$ cat src/rtl/ele_uart_pkg.sv
// Shared types and helpers for the framed UART transmitter.
package ele_uart_pkg;

  // Transmit sequencer states: wait for a start, header, payload, trailer.
  typedef enum logic [1:0] {
    IDLE = 2'd0,
    HDR  = 2'd1,
    DATA = 2'd2,
    CSUM = 2'd3
  } tx_state_t;

  localparam logic [7:0] DEFAULT_SYNC_BYTE = 8'hA5;

  // Widest frame the transmitter can be built for (255 payload bytes).
  localparam int MAX_FRAME_BYTES = 255;
  localparam int MAX_FRAME_BITS  = 8 * MAX_FRAME_BYTES;

  // Reverse the low 'width' bits of value; bits at and above 'width' come
  // back as zero. Callers zero-extend into and truncate out of the
  // maximum width, so one function serves every frame size.
  function automatic logic [MAX_FRAME_BITS-1:0] bit_reverse(
    input logic [MAX_FRAME_BITS-1:0] value,
    input int                        width
  );
    logic [MAX_FRAME_BITS-1:0] result;
    result = '0;
    for (int i = 0; i < MAX_FRAME_BITS; i++) begin
      if (i < width) begin
        result[11'(i)] = value[11'(width - 1 - i)];
      end
    end
    return result;
  endfunction

endpackage

$ cat src/rtl/ele_frame_change_det.sv
// Decides when a new frame may start: always, or only when the status word
// differs from the last frame sent or a forced resend is pending.
module ele_frame_change_det #(
  parameter int FRAME_W   = 120,
  parameter bit ON_CHANGE = 1'b0
) (
  input  logic               clk,
  input  logic               reset,
  input  logic [FRAME_W-1:0] frame,
  input  logic               force_send,
  input  logic               take,
  output logic               start_req
);

  logic [FRAME_W-1:0] last_sent_reg;
  logic               force_pending_reg;

  // Remember the word taken at each frame start; a force request arriving
  // at any time (even during a take) leaves one frame owed.
  always_ff @(posedge clk) begin
    if (reset) begin
      last_sent_reg     <= '0;
      force_pending_reg <= 1'b0;
    end else begin
      if (take) begin
        last_sent_reg <= frame;
      end
      if (ON_CHANGE && force_send) begin
        force_pending_reg <= 1'b1;
      end else if (take) begin
        force_pending_reg <= 1'b0;
      end
    end
  end

  assign start_req = ON_CHANGE ? ((frame != last_sent_reg) || force_pending_reg) : 1'b1;

endmodule

$ cat src/rtl/ele_frame_uart_tx.sv
// Framed transmitter: snapshots a status word and feeds it byte by byte,
// wrapped in a sync header and optional XOR trailer, to a UART byte sender.
module ele_frame_uart_tx
  import ele_uart_pkg::*;
#(
  parameter int         FRAME_BYTES = 15,
  parameter logic [7:0] SYNC_BYTE   = DEFAULT_SYNC_BYTE,
  parameter bit         CHECKSUM_EN = 1'b1,
  parameter bit         ON_CHANGE   = 1'b0,
  parameter bit         BIT_REVERSE = 1'b1
) (
  input  logic                     clk,
  input  logic                     reset,
  input  logic [8*FRAME_BYTES-1:0] frame,
  input  logic                     force_send,
  input  logic                     uart_ready,
  output logic [7:0]               uart_data,
  output logic                     uart_en,
  output logic                     busy,
  output logic [15:0]              frames_sent
);

  localparam int FRAME_W = 8 * FRAME_BYTES;
  localparam int IDX_W   = $clog2(FRAME_BYTES + 1);
  localparam logic [IDX_W-1:0] LAST_IDX = IDX_W'(FRAME_BYTES - 1);

  tx_state_t          state_reg;
  logic [FRAME_W-1:0] shadow_reg;
  logic [7:0]         csum_reg;
  logic [IDX_W-1:0]   byte_idx_reg;

  logic               start_req;
  logic               take;
  logic               issue;
  logic [FRAME_W-1:0] snap_value;
  logic [7:0]         cur_byte;

  // Snapshot value: optionally mirror the whole word before byte slicing.
  generate
    if (BIT_REVERSE) begin : g_rev
      assign snap_value = FRAME_W'(bit_reverse(MAX_FRAME_BITS'(frame), FRAME_W));
    end else begin : g_norev
      assign snap_value = frame;
    end
  endgenerate

  ele_frame_change_det #(
    .FRAME_W  (FRAME_W),
    .ON_CHANGE(ON_CHANGE)
  ) u_change_det (
    .clk       (clk),
    .reset     (reset),
    .frame     (frame),
    .force_send(force_send),
    .take      (take),
    .start_req (start_req)
  );

  assign take = (state_reg == IDLE) && start_req;

  // The uart_en guard covers the cycle in which the sender has not yet
  // dropped ready after accepting our strobe, so a byte never goes twice.
  assign issue = uart_ready && !uart_en;

  // Payload byte k sits at shadow[8k+7:8k].
  assign cur_byte = 8'(shadow_reg >> {byte_idx_reg, 3'b000});

  // Frame sequencer with registered strobe, data, busy and frame counter.
  always_ff @(posedge clk) begin
    if (reset) begin
      state_reg    <= IDLE;
      shadow_reg   <= '0;
      csum_reg     <= '0;
      byte_idx_reg <= '0;
      uart_data    <= '0;
      uart_en      <= 1'b0;
      busy         <= 1'b0;
      frames_sent  <= '0;
    end else begin
      uart_en <= 1'b0;
      case (state_reg)
        IDLE: begin
          if (start_req) begin
            state_reg    <= HDR;
            shadow_reg   <= snap_value;
            csum_reg     <= '0;
            byte_idx_reg <= '0;
            busy         <= 1'b1;
          end
        end
        HDR: begin
          if (issue) begin
            uart_data <= SYNC_BYTE;
            uart_en   <= 1'b1;
            state_reg <= DATA;
          end
        end
        DATA: begin
          if (issue) begin
            uart_data    <= cur_byte;
            uart_en      <= 1'b1;
            csum_reg     <= csum_reg ^ cur_byte;
            byte_idx_reg <= byte_idx_reg + IDX_W'(1);
            if (byte_idx_reg == LAST_IDX) begin
              if (CHECKSUM_EN) begin
                state_reg <= CSUM;
              end else begin
                state_reg   <= IDLE;
                busy        <= 1'b0;
                frames_sent <= frames_sent + 16'd1;
              end
            end
          end
        end
        CSUM: begin
          if (issue) begin
            uart_data   <= csum_reg;
            uart_en     <= 1'b1;
            state_reg   <= IDLE;
            busy        <= 1'b0;
            frames_sent <= frames_sent + 16'd1;
          end
        end
        default: state_reg <= IDLE;
      endcase
    end
  end

endmodule

$ cat config.mk
export PLATFORM = sky130hd
export DESIGN_NAME = ele_frame_uart_tx
export DESIGN_NICKNAME = d
export VERILOG_FILES = /design/src/rtl/ele_uart_pkg.sv /design/src/rtl/ele_frame_change_det.sv /design/src/rtl/ele_frame_uart_tx.sv
export SDC_FILE = /design/constraint.sdc
export NUM_CORES = 1
export LEC_CHECK = 0
export BUFFER_PORTS_ARGS = -buffer_cell sky130_fd_sc_hd__buf_2
export CORE_MARGIN = 3
export CORE_UTILIZATION = 35
export CTS_BUF_LIST = sky130_fd_sc_hd__clkbuf_2
export CTS_CLUSTER_DIAMETER = 120
export DETAILED_ROUTE_END_ITERATION = 8
export HOLD_SLACK_MARGIN = 0.12
export PLACE_DENSITY = 0.57
export SLEW_MARGIN = 20
export SYNTH_ARGS = -nofsm -noshare
export SYNTH_HDL_FRONTEND = slang
export SYNTH_SLANG_ARGS = --single-unit
$ cat constraint.sdc
create_clock -name clk -period 1.91 [get_ports clk]
set_input_delay 0.0955 -clock clk [delete_from_list [all_inputs] [get_ports clk]]
set_output_delay 0.0955 -clock clk [all_outputs]
set_load 0.01 [all_outputs]
==> results of run 1 <==
==> metrics by stage <==
stage / cells / utilization (%) / setup slack (ns)
after floorplan: 731 / - / 0.1483
after global placement: 1130 / 42.34 / 0.05363
after detailed placement: 1130 / 42.34 / 0.05034
==> kinds of logic after synthesis <==
logic type	count (synthesis)	share of synthesized area (%)
adder cells (fa/ha/maj)	8	1.389
multiplexers	169	26.74
flip-flops	160	44.45
AO/OA/AOI/OAI	72	7.362
buffers and inverters	66	4.202
AND/OR/NAND/NOR	240	13.91
XOR/XNOR	16	1.945
==> impl_metrics.ini, run 1 <==
[yosys]
syn-num-nets = 863
synth_flop_cell = dfxtp_1
synth.ff_latch_count = 160
async_flop_share_pct = 0
syn_area_um2 = 7206
synth_cell_types = 43
synth_cells = 731
yosysTopAreaCell = dfxtp_1
postSynthAreaPerCell_um2 = 9.857
yosys-top-cells-area = dfxtp_1 44%, mux2i_1 21%, nor2_1 9.2%
synth_edf_count = 0
synth_top_area_share_pct = 44.45
synth_most_common_cell = nor2_1
synth_common_cells = 177 x nor2_1, 160 x dfxtp_1, 149 x mux2i_1
yosys_warnings = 0
yosysSeqAreaShare_pct = 44.45

[die]
die_h_um = 149.5
ioPinCount = 150
die_w_um = 149.5
rows = 51
start_util_pct = 36.31

[clock_tree]
cts_made_buffers = 17
ctsRootBufferMaster = clkbuf_2
cts-resized-gates = 2
cts_setup_buffers = 0
cts_buffer_depth = 2
hold_buffers = 233
htreeDepth = 4
cts_num_sinks = 160

[placement]
globalplace.congestion = 0.8579
dpl.hpwl_um = 13300
place_area_um2 = 8403
portBuffers = 148

[status]
stop_stage = clock tree synthesis
outcome = did not finish
firstError = [ERROR RSZ-0060] Max buffer count reached.
==> run 2: changes to the inputs <==
- CORE_UTILIZATION: 35 -> 20
- CTS_BUF_LIST: sky130_fd_sc_hd__clkbuf_2 -> default
- CTS_CLUSTER_DIAMETER: 120 -> default
- HOLD_SLACK_MARGIN: 0.12 -> default
- PLACE_DENSITY: 0.57 -> default
- PLACE_DENSITY_LB_ADDON: default -> 0.15
==> impl_metrics.ini, run 2 <==
[clock_tree]
clkTransAtPathRegs_ns = 0.07
ctsRootBufferMaster = clkbuf_16
cts_made_buffers = 17
cts_tree = yes
cts_num_sinks = 160
clkLatencyLatePin_ns = 0.43
htreeDepth = 4
cts_buffer_depth = 2

[die]
die_w_um = 195.8
die_h_um = 195.8
die_area_um2 = 38340
start_util_pct = 20.56
rows = 68
ioPinCount = 150
core_um2 = 35050

[power]
p_total_mw = 12.93
peakVddDrop_v = 0.001028
p_sw_mw = 4.447
power.density_nw_per_um2 = 1226
leakage_nw = 4.632
internal_power_mw = 8.486
p_comb_share_pct = 38.1
p_clk_share_pct = 27.4
pwr-share-seq_pct = 34.5
netSwitchingFraction_pct = 34.39

[placement]
portBuffers = 148
dpl.hpwl_um = 16240
place_area_um2 = 8663
globalplace.congestion = 0.7775
place_ws_ns = 0.007150

[yosys]
synth.ff_latch_count = 160
synth_cell_types = 43
yosysTopAreaCell = dfxtp_1
syn_area_um2 = 7206
yosys-top-cells-area = dfxtp_1 44%, mux2i_1 21%, nor2_1 9.2%
async_flop_share_pct = 0
postSynthAreaPerCell_um2 = 9.857
synth_top_area_share_pct = 44.45
synth_edf_count = 0
yosys_warnings = 0
synth_cells = 731
yosysSeqAreaShare_pct = 44.45
synth_most_common_cell = nor2_1
synth_common_cells = 177 x nor2_1, 160 x dfxtp_1, 149 x mux2i_1
syn-num-nets = 863
synth_flop_cell = dfxtp_1

[detailed_routing]
wirelength_met1_um = 11480
routed_via_density = 4.105
vias = 6063
met2WireLength_um = 9909
dr_wl_met3_um = 1075
ant_nets = 0
avgRoutedWirePerCell_um = 15.42
drt-initial-drc-count = 259
top_layer = met4
routed_wl_um = 22780
drc_errors = 0
dr.pass1.iters = 4

[cells_and_area]
drive_gt1_share_pct = 25.78
largest_reg_flops = 120
nets = 1139
layout_commonest_cell = nor2_1
finalInstanceArea_um2 = 10550
area_growth_syn_to_layout_pct = 46.45
final_cell_mix = 177 x nor2_1, 157 x dfxtp_1, 147 x buf_2, 146 x mux2i_1, 120 x dlygate4sd3_1
nFillCells = 3747

[global_routing]
grt_first_pass_wirelength_um = 35810
antenna_found_initial = 2
grtUsageTotal_pct = 11.98
grt_pass1_vias = 6185
grt_start_max_net_pins = 72
overflow = 0

[critical_path]
max_stage_delay_ns = 0.59
cp_max_fo = 10
worst-path-buf-inv = 1
path_cells = buf_12 -> mux4_1 -> mux2_4 -> nor2_2 -> a211o_1 -> a211oi_2
startpoint_type = flop
cp_top_family = multiplexers
path_class = flop to flop
end_kind = flop
cp_slowest_cell = mux4_1
critPathRequiredTime_ns = 2.22
critical_path_arrival_ns = 2.19

[sta]
skew_ns = 0.01154
tightest_slew_ns = 0.5553
hold_viol_final = 0
drv_slew = 0
period_needed_ns = 1.874
max_freq_mhz = 533.7
rsz0062_at_grt = yes
maxSlewHeadroom_pct = 62.98
setup_viol = 0
tns_ns = 0
worst_slack_ns = 0.03620
finalCritPeriodShare_pct = 98.10

[job]
cap_violations = 0

[hold_path]
hp-class = input pin to flop

[status]
outcome = complete, no violations
==> run 2: cell counts after synthesis <==
No cell type changed its count.
==> run 2: cell type report <==
| cell class | count | area [um^2] | area share [%] |
|---|---|---|---|
| multi-input cells | 505 | 3780 | 35.82 |
| flip-flops and latches | 160 | 3207 | 30.39 |
| repair buffers | 305 | 2317 | 21.96 |
| well taps | 455 | 569.3 | 5.395 |
| clock buffers | 19 | 452.9 | 4.292 |
| clock inverters | 13 | 153.9 | 1.458 |
| inverters | 18 | 67.56 | 0.6403 |
| diodes | 2 | 5.005 | 0.04743 |
==> run 2: timing repair <==
action / CTS / global route
endpoints found under the setup margin: 1 / 16
hold endpoints to repair: 120 / 0
hold buffers: 120 / 0
resized for setup: 1 / 16
setup buffers: 0 / 0
==> run 2: logic make-up (layout without fill, tap and decap cells) <==
family,count (synthesis),count (layout),synth area share [%]
DFF,160,160,44.45
adders and majority gates,8,8,1.389
other,0,2,0
buffers and inverters,66,355,4.202
xor gates and xnor gates,16,16,1.945
and+or+nand+nor,240,240,13.91
AOI/OAI and AO/OA,72,72,7.362
muxes,169,169,26.74
==> run 2: stage by stage <==
step / instances / hold WS [ns] / util (%)
2_1_floorplan: 731 / 0.2423 / -
3_3_place_gp: 1323 / 0.3285 / 24.71
3_5_place_dp: 1323 / 0.3364 / 24.71
4_1_cts: 1475 / 0.08304 / 29.88
5_1_grt: 1477 / 0.09923 / 30.10
6_report: 1477 / 0.09473 / 30.10
==> run 2: worst paths after layout <==
check                           slack (ns)  depth (start not counted)             from              to
worst max-delay path                  0.04                          6  byte_idx_reg[0]    uart_data[7]
worst min-delay path                  0.09                          2            reset  frames_sent[6]
worst max register to register        0.04                          6  byte_idx_reg[0]    uart_data[7]
worst min register to register        0.49                          2      csum_reg[1]     csum_reg[1]
==> run 2: metal layers <==
| metal | vias up | global-route usage [%] |
|---|---|---|
| met4 | 0 | 3.406 |
| met5 | - | 0 |
| met1 | 2796 | 16.94 |
| met3 | 18 | 2.902 |
| met2 | 143 | 18.15 |
| li1 | 3106 | - |
==> run 2: power by group through the flow <==
stage / Combinational (mW) / Clock [mW] / Sequential, mW
after floorplan: 3.39 / 0 / 4.45
after global placement: 4.76 / 0 / 4.54
after detailed placement: 4.75 / 0 / 4.54
after CTS: 4.97 / 3.70 / 4.47
after global routing: 5.45 / 3.82 / 4.56
final: 4.93 / 3.54 / 4.46
Power figures use the tool's default switching activity.
